`src/rtl/miim_master.sv`:
```
// rtl/miim_master.sv - MDIO/MII clause-22 management master
//
// Serialises one clause-22 management frame per accepted request on MDC/MDIO.
// Optional build macro: MIIM_TA_CHECK_EN adds rd_err, which flags a read
// whose second turnaround bit was not driven low by the PHY.
//
// Ports:
//   clk, rstn      system clock, asynchronous active-low reset
//   miim_phyad     PHY address (latched on an accepted strobe)
//   miim_regad     register address (latched on an accepted strobe)
//   miim_wrdata    write data (latched on an accepted strobe)
//   miim_wren      single-cycle write request (wins over miim_rden)
//   miim_rden      single-cycle read request
//   busy           frame in progress
//   miim_rddata    last read data, held until the next read completes
//   miim_rdvalid   one-cycle pulse while miim_rddata holds fresh read data
//   mdc            management clock
//   mdio_o         MDIO output value
//   mdio_oe        MDIO output enable (1 = drive)
//   mdio_i         MDIO pin value
//   rd_err         (MIIM_TA_CHECK_EN only) read turnaround not acknowledged
module miim_master #(
  parameter int CLK_DIV      = 20,
  parameter int PREAMBLE_LEN = 32
) (
  input  logic        clk,
  input  logic        rstn,
  input  logic [4:0]  miim_phyad,
  input  logic [4:0]  miim_regad,
  input  logic [15:0] miim_wrdata,
  input  logic        miim_wren,
  input  logic        miim_rden,
  output logic        busy,
  output logic [15:0] miim_rddata,
  output logic        miim_rdvalid,
  output logic        mdc,
  output logic        mdio_o,
  output logic        mdio_oe,
  input  logic        mdio_i
`ifdef MIIM_TA_CHECK_EN
  ,
  output logic        rd_err
`endif
);

  localparam int BW = $clog2(2 * CLK_DIV);
  localparam logic [BW-1:0] BCNT_MID  = BW'(CLK_DIV);
  localparam logic [BW-1:0] BCNT_LAST = BW'(2 * CLK_DIV - 1);
  localparam logic [5:0]    PRE_LAST  = 6'(PREAMBLE_LEN - 1);

  typedef enum logic [2:0] {IDLE, PRE, HDR, TA, DATA, DONE} state_t;

  state_t        state, next_state;
  logic [BW-1:0] bcnt;
  logic [5:0]    bidx;
  logic [5:0]    last_idx;
  logic          op_rd;
  logic [4:0]    phyad_q;
  logic [4:0]    regad_q;
  logic [15:0]   wrdata_q;
  logic [15:0]   shreg;
  logic [13:0]   hdr;
  logic          accept;
  logic          bit_end;
  logic          field_end;

  assign accept    = (state == IDLE) && (miim_wren || miim_rden);
  assign bit_end   = (bcnt == BCNT_LAST);
  assign field_end = bit_end && (bidx == last_idx);
  assign hdr       = {2'b01, (op_rd ? 2'b10 : 2'b01), phyad_q, regad_q};

  always_comb begin
    last_idx = 6'd0;
    case (state)
      PRE:     last_idx = PRE_LAST;
      HDR:     last_idx = 6'd13;
      TA:      last_idx = 6'd1;
      DATA:    last_idx = 6'd15;
      default: last_idx = 6'd0;
    endcase
  end

  // State register
  always_ff @(posedge clk or negedge rstn) begin
    if (!rstn) state <= IDLE;
    else       state <= next_state;
  end

  // Next-state logic
  always_comb begin
    next_state = state;
    case (state)
      IDLE:    if (accept)    next_state = PRE;
      PRE:     if (field_end) next_state = HDR;
      HDR:     if (field_end) next_state = TA;
      TA:      if (field_end) next_state = DATA;
      DATA:    if (field_end) next_state = DONE;
      DONE:                   next_state = IDLE;
      default:                next_state = IDLE;
    endcase
  end

  // Request latch, bit timer, bit index and read capture
  always_ff @(posedge clk or negedge rstn) begin
    if (!rstn) begin
      op_rd       <= 1'b0;
      phyad_q     <= 5'd0;
      regad_q     <= 5'd0;
      wrdata_q    <= 16'd0;
      bcnt        <= '0;
      bidx        <= 6'd0;
      shreg       <= 16'd0;
      miim_rddata <= 16'd0;
`ifdef MIIM_TA_CHECK_EN
      rd_err      <= 1'b0;
`endif
    end else begin
      if (accept) begin
        // A simultaneous write and read request resolves to the write.
        op_rd    <= ~miim_wren;
        phyad_q  <= miim_phyad;
        regad_q  <= miim_regad;
        wrdata_q <= miim_wrdata;
`ifdef MIIM_TA_CHECK_EN
        rd_err   <= 1'b0;
`endif
      end

      if (state == IDLE || state == DONE) begin
        bcnt <= '0;
        bidx <= 6'd0;
      end else begin
        bcnt <= bit_end ? '0 : bcnt + BW'(1);
        if (bit_end) bidx <= (bidx == last_idx) ? 6'd0 : bidx + 6'd1;
      end

      // Sample on the MDC rising edge while the PHY drives the data field.
      if (state == DATA && op_rd && bcnt == BCNT_MID)
        shreg <= {shreg[14:0], mdio_i};

      // The last sample is already in shreg by the final clk of the field,
      // so the result is visible during DONE alongside miim_rdvalid.
      if (state == DATA && op_rd && field_end)
        miim_rddata <= shreg;

`ifdef MIIM_TA_CHECK_EN
      // A responding PHY pulls MDIO low during the second turnaround bit.
      if (state == TA && op_rd && bidx == 6'd1 && bcnt == BCNT_MID && mdio_i != 1'b0)
        rd_err <= 1'b1;
`endif
    end
  end

  // Output logic; MDIO values only change when bidx advances, i.e. at bcnt==0.
  always_comb begin
    busy         = (state != IDLE);
    mdc          = 1'b0;
    mdio_o       = 1'b1;
    mdio_oe      = 1'b0;
    miim_rdvalid = 1'b0;
    case (state)
      PRE: begin
        mdc     = (bcnt >= BCNT_MID);
        mdio_oe = 1'b1;
      end
      HDR: begin
        mdc     = (bcnt >= BCNT_MID);
        mdio_oe = 1'b1;
        mdio_o  = hdr[4'd13 - bidx[3:0]];
      end
      TA: begin
        mdc = (bcnt >= BCNT_MID);
        if (!op_rd) begin
          mdio_oe = 1'b1;
          mdio_o  = (bidx == 6'd0);
        end
      end
      DATA: begin
        mdc = (bcnt >= BCNT_MID);
        if (!op_rd) begin
          mdio_oe = 1'b1;
          mdio_o  = wrdata_q[4'd15 - bidx[3:0]];
        end
      end
      DONE: miim_rdvalid = op_rd;
      default: ;
    endcase
  end

endmodule

```
`config.mk`:
```
export PLATFORM = sky130hd
export DESIGN_NAME = miim_master
export DESIGN_NICKNAME = d
export VERILOG_FILES = /design/src/rtl/miim_master.sv
export SDC_FILE = /design/constraint.sdc
export NUM_CORES = 1
export LEC_CHECK = 0
export BUFFER_PORTS_ARGS = -buffer_cell sky130_fd_sc_hd__clkbuf_2
export CORE_ASPECT_RATIO = 0.8
export CORE_MARGIN = 2
export CORE_UTILIZATION = 55
export CTS_BUF_LIST = sky130_fd_sc_hd__clkbuf_8
export DETAILED_ROUTE_END_ITERATION = 8
export GPL_TIMING_DRIVEN = 1
export HOLD_SLACK_MARGIN = 0.06
export PLACE_DENSITY = 0.77
export SLEW_MARGIN = 10
export SYNTH_ARGS = -nofsm -noshare
export SYNTH_HDL_FRONTEND = slang
export SYNTH_SLANG_ARGS = --single-unit
export TNS_END_PERCENT = 1
```
`constraint.sdc`:
```
create_clock -name clk -period 4.3 [get_ports clk]
set_clock_uncertainty 0.05 [all_clocks]
set_input_delay 0.215 -clock clk [delete_from_list [all_inputs] [get_ports clk]]
set_output_delay 0.215 -clock clk [all_outputs]
set_load 0.01 [all_outputs]
```
### Yosys cells after proc, flatten, opt, wreduce, memory -nomap -nowiden

Index checks and enable logic that the tools add are counted.

| cells by class | value |
|---|---|
| mux-type cells | 24 |
| bitwise logic cells | 1 |
| add/subtract/negate cells | 4 |
| $lt $le $gt $ge | 3 |
| equal/unequal tests | 13 |
| reduce and logical (&&, ||, !) cells | 15 |

Operators with widths:

| kind | count |
|---|---|
| 6-bit 2-to-1 mux | 5 |
| 5-bit case mux with 4 select lines | 1 |
| 3-bit 2-to-1 mux | 5 |
| 3-bit case mux with 5 select lines | 1 |
| 6-bit by 1-bit adder with 6-bit output, second input constant | 2 |
| 4-bit by 5-bit less-than comparator with 1-bit output, second input constant | 2 |
| 2-bit != test, second input constant | 5 |
| 1-bit binary-select mux with 4-bit select | 2 |
| 4-bit subtractor, first input constant | 2 |
| 1-bit 2-to-1 mux | 7 |
| 3-bit by 2-bit == test with 1-bit output, second input constant | 2 |
| 3-bit == test, second input constant | 2 |
| 6-bit by 5-bit == test with 1-bit output, second input constant | 1 |
| 6-bit == test | 1 |
| 6-bit == test, second input constant | 1 |
| 6-bit by 5-bit >= comparator with 1-bit output, second input constant | 1 |
| 6-bit logical NOT | 1 |
| 1-bit logical AND | 5 |
| 5-bit AND reduction | 1 |
| 2-bit OR reduction | 2 |
| 4-bit OR reduction | 1 |
| 3-bit by 1-bit == test with 1-bit output, second input constant | 1 |
| 3-bit logical NOT | 1 |
| 1-bit case mux with 3 select lines | 1 |
| other kinds (6) | 7 |

| word-level totals | value |
|---|---|
| word-level logic and storage cells | 69 |
| register bits | 74 |
| output and inout bits | 21 |
| input bits | 31 |

### Longest topological paths before layout

Gate-level depths: netlist of the first run.

| depth | value |
|---|---|
| depth in word-level cells | 6 |
| depth in mapped cells | 9 |
| mapped depth without buffers | 6 |

### Least setup slack after synthesis of the first run

Ideal clock, no wire load.

| timing path | value |
|---|---|
| kind | register to register |
| start | register bcnt[0] |
| end | register miim_rddata[10] |
| path buffers | 2 |
| data arrival time | 1.994 ns |
| stages on the path, launching flop included | 9 |
| slack | 2.131 ns |
| required time | 4.125 ns |
| clock period less this slack | 2.169 ns |
| library setup time | 0.125 ns |
| cells stage by stage | dfrtp_1 > ha_1 > nand2_1 > nor4b_2 > and3_1 > and3_1 > buf_6 > buf_12 > mux2_4 |

| on the way | value |
|---|---|
| cells in the longest elaborated chain, start to end | 3 |

RTL lines:

| item | RTL line | source |
|---|---|---|
| start, declared | 54 | `logic [BW-1:0] bcnt;` |
| start signal, assigned | 133 | `bcnt <= bit_end ? '0 : bcnt + BW'(1);` |
| 6-bit == test | 68 | `assign bit_end = (bcnt == BCNT_LAST);` |
| 1-bit logical AND | 69 | `assign field_end = bit_end && (bidx == last_idx);` |
| 1-bit logical AND | 143 | `if (state == DATA && op_rd && field_end)` |
| end signal, assigned | 144 | `miim_rddata <= shreg;` |
| end, declared | 34 | `output logic [15:0] miim_rddata,` |

Every way passes these cells.
A chain may end at the register's enable or synchronous reset.

### Worst setup path in the final report of the first run

| timing path | value |
|---|---|
| start | register bidx[1] |
| end | output port mdio_o |

| on the way | value |
|---|---|
| cells in the longest elaborated chain, start to end | 5 |
| elaborated cells between the ends (all ways) | 10 |
| those cells by class | 2 x add/sub; 7 x mux; 1 x reduce/logical |

RTL lines:

| item | RTL line | source |
|---|---|---|
| start, declared | 55 | `logic [5:0] bidx;` |
| start signal, assigned | 134 | `if (bit_end) bidx <= (bidx == last_idx) ? 6'd0 : bidx + 6'd1;` |
| 4-bit subtractor | 182 | `mdio_o = wrdata_q[4'd15 - bidx[3:0]];` |
| 1-bit binary-select mux with 4-bit select | 182 |  |
| 1-bit 2-to-1 mux (not written as such) | 182 |  |
| 1-bit 2-to-1 mux | 180 | `if (!op_rd) begin` |
| 1-bit case mux with 3 select lines * | 161 | `case (state)` |
| end, declared | 37 | `output logic mdio_o,` |

Every way passes the cells marked *; elsewhere a longest branch is shown, timed or not. The select of a mux whose other input is x is not followed.

==> results.toml, run 1 <==
[run_status]
status = "completed"

[routing]
viasPerCell = 5.39
drtIter0Drc = 121
dr_total_vias = 2383
wl_per_cell_um = 14.8
drtAntennaViolNets = 0
wl_um = 6550
first_pass_iters = 4
drt_drc_violations_left = 0

[clock_tree]
root_buffer = "clkbuf_8"
clkTransAtPathRegs_ps = 80
clk_latency_ps = 350
holdBufCountCts = 28
cts_resized = 0
numCtsBuffers = 9
cts_tree = "yes"
htreeDepth = 3
post_cts_buffers = 0
cts_sinks = 74
max-clock-path-buffers = 2

[final_layout]
diodes = 0
layout_common_cells = "dfrtp_1 (74), clkbuf_2 (50), mux2_2 (45)"
layout.nets = 391
layout_commonest_cell = "dfrtp_1"
drive_above_1_share_pct = 38.0
area_growth_syn_to_layout_pct = 21.5
final_area_mm2 = 0.00435
n_fill_cell = 455

[grt]
grt_overflow = 0
first_global_vias = 2350
track_usage_pct = 20.2
antenna_found_initial = 0
grt_max_degree = 44
grt_first_pass_wirelength_um = 11300

[setup_path]
crit_cells = 7
r2r.worst_path.cells = 5
path_buf_inv = 1
cp.arrival_ps = 2740
reg2reg_to = "miim_rddata[2]$_DFFE_PN0P_"
critPathSlowestCell = "dfrtp_1"
path_delay_family = "flip-flops"
rrSetupSlack_ps = 1460
cp.required_ps = 4030
end_kind = "output port"
cpPeakStageDelay_ps = 670
setup.worst_path.class = "reg2out"
crit_chain = "ha_1 > xor2_1 > mux4_2 > and2_1 > a311oi_1 > o41ai_1 > clkbuf_2"
reg2reg_from = "bidx[1]$_DFFE_PN0P_"
path_max_fanout = 16
startpoint_type = "register"

[timing]
min_period_ps = 3010
rsz0062_at_grt = "false"
fmax_mhz = 332
finalSetupTns_ps = 0
slew_headroom_pct = 37.1
setup_violations = 0
report.final.slew_viol_count = 0
min_period_over_period_pct = 70.0
hold_violations = 0
worst_pin_slew_ps = 944
fin_ws_ps = 1290

[min_path]
hp-class = "in2reg"
hp-start = "miim_wrdata[12]"
holdPathEnd = "wrdata_q[12]$_DFFE_PN0P_"
hold_path_depth = 2

[logic_synthesis]
ys_types = 53
synthCells = 275
yosys_warnings = 0
synth_ff_type = "dfrtp_1"
synth_edf_count = 0
synthesis.nets = 313
seq_area_frac_synth_pct = 51.7
syn_area_mm2 = 0.00358
ys_async_sr_fraction_pct = 100
synth.avg_cell_area_um2 = 13.0
ys_ff_latch = 74

[die]
die-area_mm2 = 0.00717
die_y_um = 76.1
ios = 52
rows = 26
placeableCoreArea_mm2 = 0.00634
fp.dieW_um = 94.2
start_util_pct = 56.4

[place]
place_ws_ps = 1420
place_congestion = 0.868
hpwl_um = 4340
placed_area_mm2 = 0.00386
io_buffers = 51

[power_and_ir_drop]
p_leak_nw = 2.09
p_per_area_mw_per_mm2 = 310
irDropWorstVdd_v = 0.000227

[flow_run]
cap_violations = 0
==> state kept, by name (all words and copies together) (netlist names) <==
| signal | flops |
|---|---|
| shreg | 16 |
| bidx | 6 |
| bcnt | 6 |
| state | 3 |
| phyad_q | 5 |
| regad_q | 5 |
| op_rd | 1 |
| wrdata_q | 16 |
| miim_rddata | 16 |
==> worst max-delay path by stage <==
stage / to / startpoint
floorplan: miim_rddata[10]$_DFFE_PN0P_ / bcnt[0]$_DFF_PN0_
global placement: miim_rddata[5]$_DFFE_PN0P_ / bidx[1]$_DFFE_PN0P_
detailed placement: miim_rddata[2]$_DFFE_PN0P_ / bidx[1]$_DFFE_PN0P_
CTS: mdio_o / bidx[1]$_DFFE_PN0P_
global route: mdio_o / bidx[1]$_DFFE_PN0P_
finish: mdio_o / bidx[1]$_DFFE_PN0P_
==> cell families after synthesis <==
family | Yosys count | synth area share (%)
xor gates and xnor gates | 13 | 3.18
adders and majority gates | 7 | 2.45
AOI/OAI and AO/OA | 31 | 6.29
muxes | 68 | 23.6
DFF | 74 | 51.7
and+or+nand+nor | 58 | 9.13
buffers and inverters | 24 | 3.60
==> cell type report <==
type                            count  area (µm²)  area share (%)
Multi-Input combinational cell    177        1600            36.7
Clock inverter                      7        82.6            1.90
Tap cell                           84         105            2.42
Sequential cell                    74        1850            42.6
Clock buffer                        9         124            2.85
Inverter                           10        37.5           0.863
Timing Repair Buffer               81         551            12.7
==> Yosys cell counts (all sizes together) (2+ instances only) <==
master / count / area [µm²]
dfrtp: 74 / 1850
mux2: 61 / 724
nor2: 15 / 58.8
buf: 12 / 83.8
inv: 10 / 37.5
nand2: 9 / 33.8
xor2: 9 / 78.8
ha: 7 / 87.6
a21oi: 6 / 30.0
o21ai: 6 / 30.0
nor3: 5 / 30.0
and3: 4 / 25.0
mux4: 4 / 90.1
nand3: 4 / 20.0
xnor2: 4 / 35.0
mux2i: 3 / 30.0
nand2b: 3 / 18.8
nor4b: 3 / 32.5
a22o: 2 / 17.5
a31o: 2 / 17.5
and2: 2 / 12.5
clkbuf: 2 / 7.51
nand4: 2 / 12.5
nor2b: 2 / 12.5
nor4: 2 / 12.5
o211ai: 2 / 15.0
o31ai: 2 / 15.0
or2: 2 / 12.5
==> report_power, final <==
group | internal, W | leakage (nW) | switching, W
Sequential | 0.000711 | 0.968 | 0.00000852
Clock | 0.000278 | 0.0988 | 0.000281
Combinational | 0.0000436 | 1.02 | 0.0000271
==> layer usage <==
layer	routed length [µm]	track usage (%)	vias up
met2	3090	30.8	55
li1	-	-	1155
met1	3080	27.9	1158
met5	0	0	-
met3	248	5.84	15
met4	129	6.67	0
==> per-stage QoR <==
stage | util [%] | total power [W] | instances | hold slack (ps)
final | 68.6 | 0.00135 | 442 | 82.2
after CTS | 68.6 | 0.00137 | 442 | 75.1
after floorplan | - | 0.000751 | 275 | -131
after global routing | 68.6 | 0.00141 | 442 | 66.0
after detailed placement | 60.9 | 0.000785 | 398 | 363
after global placement | 60.9 | 0.000782 | 398 | 361
No activity file was read; power rests on OpenSTA's default activity.
==> run 2, diff against run 1 <==
- clock period: 4.3 -> 3.1 ns (I/O delays scaled with it)
==> run 2 against run 1 <==
Effect of this change:
- combinational power grew 40%
- sequential cell count stayed put
- via count grew 1.6%
- critical path depth unchanged
- hold slack improved by 47 ps
- sequential power is 39% higher
- largest power group unchanged
- highest routed layer unchanged
==> results.toml, run 2 (same netlist as run 1, synthesis figures left out) <==
[min_path]
hold_path_depth = 5
hp-class = "in2reg"
holdPathEnd = "state[0]$_DFFE_PN0P_"
hp-start = "miim_rden"

[power_and_ir_drop]
power_w = 0.00197
p_comb_share_pct = 5.0
switching_power_w = 0.000432
p_leak_nw = 2.14
pwr-share-clk_pct = 44.2
p_per_area_mw_per_mm2 = 443
p_int_w = 0.00153
irDropWorstVdd_v = 0.000415
swShare_pct = 22.0
seq_power_share_pct = 50.8

[final_layout]
final_util_pct = 69.9
layout_common_cells = "dfrtp_1 (73), clkbuf_2 (50), mux2_2 (45)"
layout.nets = 398
drive_above_1_share_pct = 38.9
area_growth_syn_to_layout_pct = 23.9
top_regs = "miim_rddata x16, shreg x16, wrdata_q x16"
layout_commonest_cell = "dfrtp_1"
diodes = 0

[clock_tree]
max-clock-path-buffers = 2
post_cts_buffers = 0
clk_latency_ps = 350
cts_tree = "yes"
cts_sinks = 74
htreeDepth = 3
clkTransAtPathRegs_ps = 90
root_buffer = "clkbuf_8"
numCtsBuffers = 9

[place]
io_buffers = 51
place_ws_ps = 517
hpwl_um = 4540
place_congestion = 0.856

[grt]
grt_first_pass_wirelength_um = 11900
antenna_found_initial = 0
grt_max_degree = 43
track_usage_pct = 20.8
grt_overflow = 0
first_global_vias = 2472

[setup_path]
reg2reg_from = "state[2]$_DFFE_PN0P_"
cp.required_ps = 2890
r2r.worst_path.cells = 6
startpoint_type = "register"
reg2reg_to = "miim_rddata[5]$_DFFE_PN0P_"
rrSetupSlack_ps = 650
end_kind = "output port"
setup.worst_path.class = "reg2out"
cp.arrival_ps = 2610
path_max_fanout = 9
worstSetupStartpoint = "bidx[2]$_DFFE_PN0P_"

[timing]
min_period_over_period_pct = 90.7
min_period_ps = 2810
worst_pin_slew_ps = 944
fin_ws_ps = 287
hold_violations = 0
setup_violations = 0
report.final.slew_viol_count = 0
slew_headroom_pct = 37.0
finalSetupTns_ps = 0
rsz0062_at_grt = "false"
fmax_mhz = 356
holdWs_ps = 129

[routing]
drtAntennaViolNets = 0
viasPerCell = 5.39
drt_drc_violations_left = 0
wl_um = 6740
wl_per_cell_um = 15.0
dr_total_vias = 2420
first_pass_iters = 4
drtIter0Drc = 215

[die]
placeableCoreArea_mm2 = 0.00634
fp.dieW_um = 94.2
die-area_mm2 = 0.00717
ios = 52
rows = 26
start_util_pct = 56.4
die_y_um = 76.1

[flow_run]
cap_violations = 0

[run_status]
status = "completed"
## run 2: changes by cell type in the layout (fill, tap and decap cells not counted)
cell and change:
dfrtp_2 +1, bufinv_16 +1, clkbuf_8 +1, inv_8 -1, dfrtp_1 -1, buf_4 +5, clkinv_4 +1, dlygate4sd3_1 +2
clkinvlp_4 -2
## run 2: worst max-delay path by stage
| stage | to | slack [ps] | cells past startpoint |
|---|---|---|---|
| floorplan | miim_rddata[10]$_DFFE_PN0P_ | 930 | 8 |
| global placement | miim_rddata[0]$_DFFE_PN0P_ | 670 | 6 |
| detailed placement | mdio_o | 520 | 7 |
| CTS | mdio_o | 120 | 7 |
| global route | mdio_o | 110 | 7 |
| finish | mdio_o | 290 | 7 |
## run 2: metal layers
| metal | routed length (µm) | GRT usage [%] | vias to the layer above |
|---|---|---|---|
| met1 | 3260 | 29.5 | 1192 |
| met3 | 269 | 5.93 | 6 |
| met5 | 0 | 0 | - |
| met4 | 55 | 4.35 | 0 |
| li1 | - | - | 1172 |
| met2 | 3160 | 32.3 | 50 |
## run 2: timing repair
item                       CTS  global route
hold endpoints to repair    68             0
setup endpoints to repair    0             1
hold buffers                30             0
gates resized for setup      0             1
## run 2: layout make-up
cell class | count | area, µm²
Sequential cell | 74 | 1850
Clock buffer | 10 | 138
Clock inverter | 6 | 95.1
Inverter | 10 | 37.5
Timing Repair Buffer | 88 | 608
Fill cell | 481 | 1910
Tap cell | 84 | 105
Multi-Input combinational cell | 177 | 1600
## run 2: worst max-delay path, stage by stage (launching register included)
cell	delay, ps
dfrtp_1	540
ha_1	230
xor2_1	420
mux4_2	370
and2_1	160
a311oi_1	280
o41ai_1	110
clkbuf_2	150
## run 2: through the flow
stage / instances / area [µm²]
3_3_place_gp: 403 / 3900
2_1_floorplan: 275 / 3580
3_5_place_dp: 403 / 3900
4_1_cts: 449 / 4430
6_report: 449 / 4430
5_1_grt: 449 / 4430
## run 2: power by group through the flow
| stage | clock network, W | registers [W] | logic, W |
|---|---|---|---|
| final | 0.000868 | 0.000998 | 0.0000991 |
| after global routing | 0.000931 | 0.00100 | 0.000110 |
| after global placement | 0 | 0.00102 | 0.0000693 |
| after CTS | 0.000889 | 0.000998 | 0.000100 |
| after floorplan | 0 | 0.00101 | 0.0000287 |
| after detailed placement | 0 | 0.00102 | 0.0000721 |
==> run 3, diff against run 2 <==
- clock period: 3.1 -> 3.4 ns (I/O delays scaled with it)
==> run 3 against run 2 <==
Effect of this change:
- clock power is 8.8% lower
- die area is the same
- register-to-register slack better by 230 ps
- via count up 2.1%
- non-clock buffer count unchanged
- first-iteration DRC count down 1.9%
- clock-buffer cell count fell by 1
- wire length is 3.2% higher
- sequential power fell by 8.7%
- final cell count stayed put
==> results.toml, run 3 (same netlist as run 1, synthesis figures left out) <==
[run_status]
status = "completed"

[setup_path]
crit_chain = "ha_1 > xor2_1 > mux4_2 > and2_1 > a311oi_1 > o41ai_1 > clkbuf_2"
cp.arrival_ps = 2740
startpoint_type = "register"
path_delay_family = "flip-flops"
path_buf_inv = 1
critPathSlowestCell = "dfrtp_1"
cp.required_ps = 3180
setup.worst_path.class = "reg2out"
end_kind = "output port"
cpPeakStageDelay_ps = 680
path_max_fanout = 16

[grt]
grt_first_pass_wirelength_um = 11700
grt_overflow = 0
grt_max_degree = 46
antenna_found_initial = 0
track_usage_pct = 21.3
first_global_vias = 2400

[final_layout]
n_fill_cell = 476
diodes = 0
final_area_mm2 = 0.00443
layout_common_cells = "dfrtp_1 (74), clkbuf_2 (50), mux2_2 (45)"
regArea_mm2 = 0.00185
layout.nets = 398
layout_commonest_cell = "dfrtp_1"
drive_above_1_share_pct = 38.6
area_growth_syn_to_layout_pct = 23.8
multi_input_area_mm2 = 0.00160
top_regs = "miim_rddata x16, shreg x16, wrdata_q x16"

[timing]
hold_violations = 0
setup_violations = 0
min_period_over_period_pct = 86.9
finalSetupTns_ps = 0
rsz0062_at_grt = "false"
fmax_mhz = 338
min_period_ps = 2960
report.final.slew_viol_count = 0
worst_pin_slew_ps = 985
slew_headroom_pct = 34.4

[die]
rows = 26
die_y_um = 76.1
placeableCoreArea_mm2 = 0.00634
die-area_mm2 = 0.00717
start_util_pct = 56.4
fp.dieW_um = 94.2
ios = 52

[place]
placed_area_mm2 = 0.00390
io_buffers = 51
place_congestion = 0.830
hpwl_um = 4680

[clock_tree]
root_buffer = "clkbuf_8"
cts_sinks = 74
cts_resized = 0
max-clock-path-buffers = 2
clk_latency_ps = 360
cts_tree = "yes"
holdBufCountCts = 30
htreeDepth = 3
post_cts_buffers = 0
numCtsBuffers = 9
clkTransAtPathRegs_ps = 90

[routing]
top_layer_used = "met4"
drtAntennaViolNets = 0
drtIter0Drc = 211
viasPerCell = 5.50
dr_total_vias = 2471
drt_drc_violations_left = 0
wl_per_cell_um = 15.5
wl_um = 6960
first_pass_iters = 5
wl_met3_um = 343
wl_met1_um = 3340
wl_met2_um = 3170

[flow_run]
cap_violations = 0

[power_and_ir_drop]
irDropWorstVdd_v = 0.000322
p_leak_nw = 2.14
p_per_area_mw_per_mm2 = 405

[min_path]
hp-class = "in2reg"
-- run 3: cell types whose count changed in the layout (fill, tap and decap cells not counted) --
cell,change
clkinv_4,-1
clkinvlp_4,+1
dfrtp_2,-1
dfrtp_1,+1
inv_6,-1
inv_8,+2
clkbuf_8,-1
-- run 3: where the power goes --
part           internal (W)  leakage, nW  switching, W
logic             0.0000566         1.05     0.0000341
clock network      0.000428        0.114      0.000364
registers          0.000899        0.968     0.0000112
-- run 3: final timing paths --
| path | slack [ps] | to | start | depth (start not counted) |
|---|---|---|---|---|
| max in group asynchronous | 2030 | shreg[4]$_DFFE_PN0P_ | rstn | 3 |
| max reg2reg | 880 | miim_rddata[5]$_DFFE_PN0P_ | bidx[1]$_DFFE_PN0P_ | 6 |
| min in group asynchronous | 450 | wrdata_q[8]$_DFFE_PN0P_ | rstn | 2 |
| max | 440 | mdio_o | bidx[1]$_DFFE_PN0P_ | 7 |
| min reg2reg | 440 | bcnt[0]$_DFF_PN0_ | bcnt[0]$_DFF_PN0_ | 1 |
| min | 120 | state[0]$_DFFE_PN0P_ | miim_rden | 5 |
-- run 3: metal layers --
metal / GRT usage, % / up-vias
li1: - / 1169
met1: 30.7 / 1229
met2: 30.6 / 60
met3: 7.32 / 13
met4: 6.52 / 0
met5: 0 / -
-- run 3: final cells by class --
type	count	share of cell area [%]
flip-flops and latches	74	41.8
multi-input cells	177	36.1
repair buffers	88	13.7
clock buffers	9	2.80
clock inverters	7	2.43
well taps	84	2.37
inverters	10	0.847
-- run 3: tightest hold or removal path: cells and delay by family --
family,cells,cell delay (ps)
AO/OA/AOI/OAI,2,110
AND/OR/NAND/NOR,2,130
buffers and inverters,1,90
-- run 3: per-stage QoR --
stage                     worst slack [ps]  hold WS, ps  utilization [%]  cells  total power (W)
after global routing                   251          172             69.9    449          0.00187
after detailed placement               831          329             61.5    403         0.000994
after global placement                 963          320             61.5    403         0.000991
final                                  445          124             69.9    449          0.00179
after floorplan                       1230         -176                -    275         0.000950
after CTS                              446          125             69.9    449          0.00181
